## src/rtl/rf_wb_arbiter_pkg.sv

```systemverilog
// rtl/rf_wb_arbiter_pkg.sv - shared register-file geometry and write-back requester indices
package rf_wb_arbiter_pkg;

   localparam int RF_ADDR_W = 5;
   localparam int RF_DATA_W = 32;
   localparam int RF_NREG   = 32;

   localparam int WB_ALU = 0;
   localparam int WB_LD  = 1;
   localparam int WB_MD  = 2;

   // Width of an index into n requesters; never narrower than one bit.
   function automatic int ptr_w(input int n);
      return (n > 1) ? $clog2(n) : 1;
   endfunction

endpackage

```

## src/rtl/rr_arbiter.sv

```systemverilog
// rtl/rr_arbiter.sv - combinational round-robin grant starting from a priority pointer
module rr_arbiter
   import rf_wb_arbiter_pkg::*;
#(
   parameter  int N  = 3,
   localparam int PW = ptr_w(N)
) (
   input  logic [N-1:0]  req,
   input  logic [PW-1:0] ptr,
   output logic [N-1:0]  gnt,
   output logic [PW-1:0] gnt_idx,
   output logic          any_gnt
);

   int idx;

   // Scan ptr, ptr+1, ... modulo N and take the first requester found.
   always_comb begin
      gnt     = '0;
      gnt_idx = '0;
      any_gnt = 1'b0;
      idx     = 0;
      for (int k = 0; k < N; k++) begin
         idx = (int'(ptr) + k) % N;
         if (!any_gnt && req[idx]) begin
            gnt[idx] = 1'b1;
            gnt_idx  = PW'(idx);
            any_gnt  = 1'b1;
         end
      end
   end

endmodule

```

## src/rtl/rf_wb_arbiter.sv

```systemverilog
// rtl/rf_wb_arbiter.sv - register-file write-port scheduler with pending-register scoreboard
module rf_wb_arbiter
   import rf_wb_arbiter_pkg::*;
#(
   parameter int NREQ   = 3,
   parameter int ADDR_W = RF_ADDR_W,
   parameter int DATA_W = RF_DATA_W
) (
   input  logic                   clk,
   input  logic                   reset,
   input  logic [NREQ-1:0]        req_valid,
   input  logic [NREQ*ADDR_W-1:0] req_addr,
   input  logic [NREQ*DATA_W-1:0] req_data,
   output logic [NREQ-1:0]        req_ready,
   output logic [ADDR_W-1:0]      rf_a3,
   output logic [DATA_W-1:0]      rf_dw,
   output logic                   rf_enable,
   input  logic                   rsv_valid,
   input  logic [ADDR_W-1:0]      rsv_addr,
   input  logic [ADDR_W-1:0]      q_a1,
   input  logic [ADDR_W-1:0]      q_a2,
   output logic                   q_busy1,
   output logic                   q_busy2,
   output logic [2**ADDR_W-1:0]   sb_busy
);

   localparam int PW   = ptr_w(NREQ);
   localparam int NREG = 2**ADDR_W;

   logic [PW-1:0]   rr_ptr;
   logic [NREQ-1:0] live_req;
   logic [NREQ-1:0] gnt;
   logic [PW-1:0]   gnt_idx;
   logic            any_gnt;
   logic [NREG-1:0] sb;
   logic [NREG-1:0] sb_next;

   // Requests are invisible while reset is held so nothing is granted or written.
   assign live_req = reset ? '0 : req_valid;

   rr_arbiter #(.N(NREQ)) u_rr_arbiter (
      .req     (live_req),
      .ptr     (rr_ptr),
      .gnt     (gnt),
      .gnt_idx (gnt_idx),
      .any_gnt (any_gnt)
   );

   assign req_ready = gnt;
   assign rf_enable = any_gnt;

   // One-hot AND-OR select keeps the write port at zero when nothing is granted.
   always_comb begin
      rf_a3 = '0;
      rf_dw = '0;
      for (int i = 0; i < NREQ; i++) begin
         if (gnt[i]) begin
            rf_a3 = rf_a3 | req_addr[i*ADDR_W +: ADDR_W];
            rf_dw = rf_dw | req_data[i*DATA_W +: DATA_W];
         end
      end
   end

   always_ff @(posedge clk) begin
      if (reset) begin
         rr_ptr <= '0;
      end else if (any_gnt) begin
         rr_ptr <= (gnt_idx == PW'(NREQ - 1)) ? '0 : gnt_idx + PW'(1);
      end
   end

   // Reservation is applied after the commit clear so a new owner keeps the bit set.
   always_comb begin
      sb_next = sb;
      if (rf_enable) begin
         sb_next[rf_a3] = 1'b0;
      end
      if (rsv_valid && rsv_addr != '0) begin
         sb_next[rsv_addr] = 1'b1;
      end
      sb_next[0] = 1'b0;
   end

   always_ff @(posedge clk) begin
      if (reset) begin
         sb <= '0;
      end else begin
         sb <= sb_next;
      end
   end

   assign q_busy1 = sb[q_a1];
   assign q_busy2 = sb[q_a2];
   assign sb_busy = sb;

endmodule
```

## config.mk

```make
export PLATFORM = sky130hd
export DESIGN_NAME = rf_wb_arbiter
export DESIGN_NICKNAME = d
export VERILOG_FILES = /design/src/rtl/rf_wb_arbiter_pkg.sv /design/src/rtl/rr_arbiter.sv /design/src/rtl/rf_wb_arbiter.sv
export SDC_FILE = /design/constraint.sdc
export NUM_CORES = 1
export LEC_CHECK = 0
export ABC_AREA = 1
export BUFFER_PORTS_ARGS = -buffer_cell sky130_fd_sc_hd__buf_2
export CORE_MARGIN = 4
export CORE_UTILIZATION = 40
export DETAILED_ROUTE_END_ITERATION = 10
export GPL_ROUTABILITY_DRIVEN = 1
export PLACE_DENSITY = 0.86
export SYNTH_ARGS = -nofsm -noshare
export SYNTH_HDL_FRONTEND = slang
export SYNTH_SLANG_ARGS = --single-unit
```

## constraint.sdc

```tcl
create_clock -name clk -period 4.41 [get_ports clk]
set_clock_uncertainty 0.2 [all_clocks]
set_input_delay 0.882 -clock clk [delete_from_list [all_inputs] [get_ports clk]]
set_output_delay 0.882 -clock clk [all_outputs]
set_load 0.1 [all_outputs]
```

==> results.txt <==
- The flow ran to the end, and the final reports show no timing, DRC or antenna violations.
- Of all nets on the critical path, the largest fanout is 15.
- Core area: between 7000 and 8000 um2
* Cell area after synthesis: 3040 um2
* Detailed-route DRC error count: 0
* Layout cells sized above 1: between 30% and 40%
- Max frequency: about 0.25 GHz
* Antenna violations before repair: 0
- Clock tree synthesis inserted a total of 5 buffers.
- Endpoint of the most critical setup path: rf_dw[12]
- Arrival time of data at the critical path endpoint: ~3 ns
- Clock latency on the worst-skew pair: 0.29 ns
* Estimated wirelength of the detail-placed design: around 11,000 um
- Total routing usage reported by global routing: between 20% and 30%
* Leading cell types in the layout, fill and taps excluded: 201 x nand2_1, 165 x buf_2, 71 x nand3_1, 40 x buf_12, 37 x a21oi_1
- Once layout is done, the placed cells without fillers occupy roughly 4800 um2.
* Number of distinct library cell variants in the gate-level netlist after synthesis: 31
* Number of failing hold endpoints at the final stage: 0
- In this run the cell area measured after placement is approximately 4700 um2.
* Net count of the finished layout: approximately 870
- # IOs: a little over 200
- Clock tree from TritonCTS: yes
- Tightest Pin Transition: just over 0.7 ns
- The via count of the first global-routing pass was around 4,300.
* Number of inserted filler cells in the final layout: ~650
- Final setup violation count: 0
- STA classifies the critical path startpoint as a register.
- Detailed Routing Iterations Pass 1: 6
- Die Y-Extent: ~95 um
- For this block, the initial DRC count from the detailed router was around 250.
- For this design, the CTS-stage hold fixing added 0 buffers.
- During synthesis, Yosys emitted a total of 0 warnings.
* Critical hold path startpoint: sb_busy[6]
- Die Wd: 95.2 um
- The worst register-to-register path ends at sb_busy[17].
- The number of cells on the worst reg-to-reg path is 16.
- Number of violations of the max-capacitance limit: 0
- Clock edge transition at the registers on the reported setup and hold paths: around 0.070 ns
* Number of diodes added for antenna fixing: 0
- Area Growth Syn to Fin: 58.4%
* Internal reg-to-reg setup slack: 1.15 ns
* Sequential fraction of the synthesis area: approximately 22%
- STA puts the critical path data required time at about 3.3 ns.
* Number of vias per cell after detailed routing: approximately 5.5
* # rows: 31
- Relative max-transition margin: 51.3%
- The most critical setup path has its startpoint at rr_ptr[0].
- Detailed routing inserted a total of between 4,000 and 5,000 vias.
* Type of the worst setup path: reg2out
* Final sum of negative setup slack: 0 ns
- Gate Count Post-Synth: 539
- Die Outline Area: just over 9000 um2
- In this run the number of H-tree levels came out at 2.
- At the end of routability-driven placement, the weighted congestion stood at between 0.9 and 1.
* Ratio of final minimum period to clock period: between 90% and 100%
- Subtracting the final worst setup slack from the clock period gives ~4.0 ns.
- Maximum number of pins on one net before global-route repair: 32
- Dividing the synthesized area by the synthesized cell count gives about 5.6 um2.
- Total of flip-flops plus latches after synthesis: 33
- Setup crit end kind: primary output
- Starting utilization of the core area: 41.4%
- Resized cells post-CTS: 0
* DR WL/cell: between 15 and 20 um
* Number of clock sinks seen by CTS: 33
- In this run the tool buffered the top-level ports with between 200 and 250 buffer cells.
- Synthesized net count: 675
* Worst reg2reg path startpoint: rr_ptr[0]
* Post-CTS setup buffer count: 0
- RSZ-0062 raised after global routing: no
- The count of pins over their slew limit came to 0.
* CTS root buffer: clkbuf_8
* Type of the worst min-delay path: reg2reg
- Buffer levels on the longest clock path: 2
- The count of nets left with antenna violations once routing finished came out at 0.
- The first global-routing pass estimated ~20,000 um of wire.
- For this block, the routed nets add up to approximately 13,000 um of wire.
* GRT Residual Overflow: 0
* Commonest non-fill, non-tap cell in the layout: nand2_1
cell families after synthesis:
family | synth area share [%]
simple gates | 49.4
compound gates | 18.7
flops | 21.7
buf+inv | 8.36
other cells | 0.123
fa+ha+maj | 1.65
cells in the mapped netlist, drive strengths merged:
cell,count,area (um2)
a31oi,2,12.5
o221ai,10,87.6
nand2,209,805
a32o,1,10.0
ha,4,50.1
nand3,76,435
conb,1,3.75
a32oi,1,8.76
clkinv,2,7.51
a21oi,37,185
dfxtp,33,661
o21ai,44,220
nand4,5,31.3
o22ai,1,6.26
buf,7,58.8
o21a,1,7.51
clkbuf,14,52.6
nor3,5,25.0
inv,36,135
nor2,45,199
nor4,1,6.26
o211ai,4,30.0
worst min-delay path by stage:
| stage | endpoint | cells after the start |
|---|---|---|
| after floorplan | rr_ptr[1] | 4 |
| final | sb_busy[6] | 2 |
| after global routing | sb_busy[26] | 2 |
| after CTS | sb_busy[6] | 2 |
| after detailed placement | sb_busy[6] | 2 |
| after global placement | sb_busy[6] | 2 |
state kept, by name, indices dropped and copies added, names as in the netlist:
| register | flops |
|---|---|
| sb_busy | 31 |
| rr_ptr | 2 |
through the flow:
stage / cells / setup slack, ns / util, % / hold WS (ns)
6_report: 837 / 0.370 / 65.6 / 0.301
3_5_place_dp: 829 / 0.454 / 64.5 / 0.286
2_1_floorplan: 539 / 0.0122 / - / 0.412
5_1_grt: 837 / 0.162 / 65.6 / 0.324
3_3_place_gp: 829 / 0.547 / 64.5 / 0.276
4_1_cts: 837 / 0.389 / 65.6 / 0.297
metal layers:
| metal | wire length [um] | global-route usage [%] |
|---|---|---|
| met5 | 0 | 0 |
| met3 | 1260 | 5.76 |
| met1 | 4720 | 31.6 |
| met2 | 6570 | 49.4 |
| met4 | 709 | 17.2 |
layout make-up:
| cell class | count | area [um2] | area share [%] |
|---|---|---|---|
| well taps | 99 | 124 | 2.57 |
| clock buffers | 6 | 72.6 | 1.51 |
| multi-input cells | 447 | 2120 | 44.1 |
| clock inverters | 2 | 10.0 | 0.208 |
| inverters | 38 | 143 | 2.96 |
| repair buffers | 212 | 1680 | 34.9 |
| flip-flops and latches | 33 | 661 | 13.7 |
critical path, cell delays in order, from the launching register on:
cell and delay (ns):
dfxtp_1 0.36, inv_1 0.09, ha_1 0.37, inv_1 0.15, nand2_1 0.08, nor2_2 0.12, inv_2 0.05, nand2_2 0.11
nand2_1 0.08, nand2_1 0.06, nand2_1 0.06, nand2_1 0.41, buf_4 0.30, nand2_1 0.08, nand3_1 0.14, buf_12 0.19
Power is not shown: default switching activity piles up to over one toggle a cycle in this logic, so the estimate is an artifact.
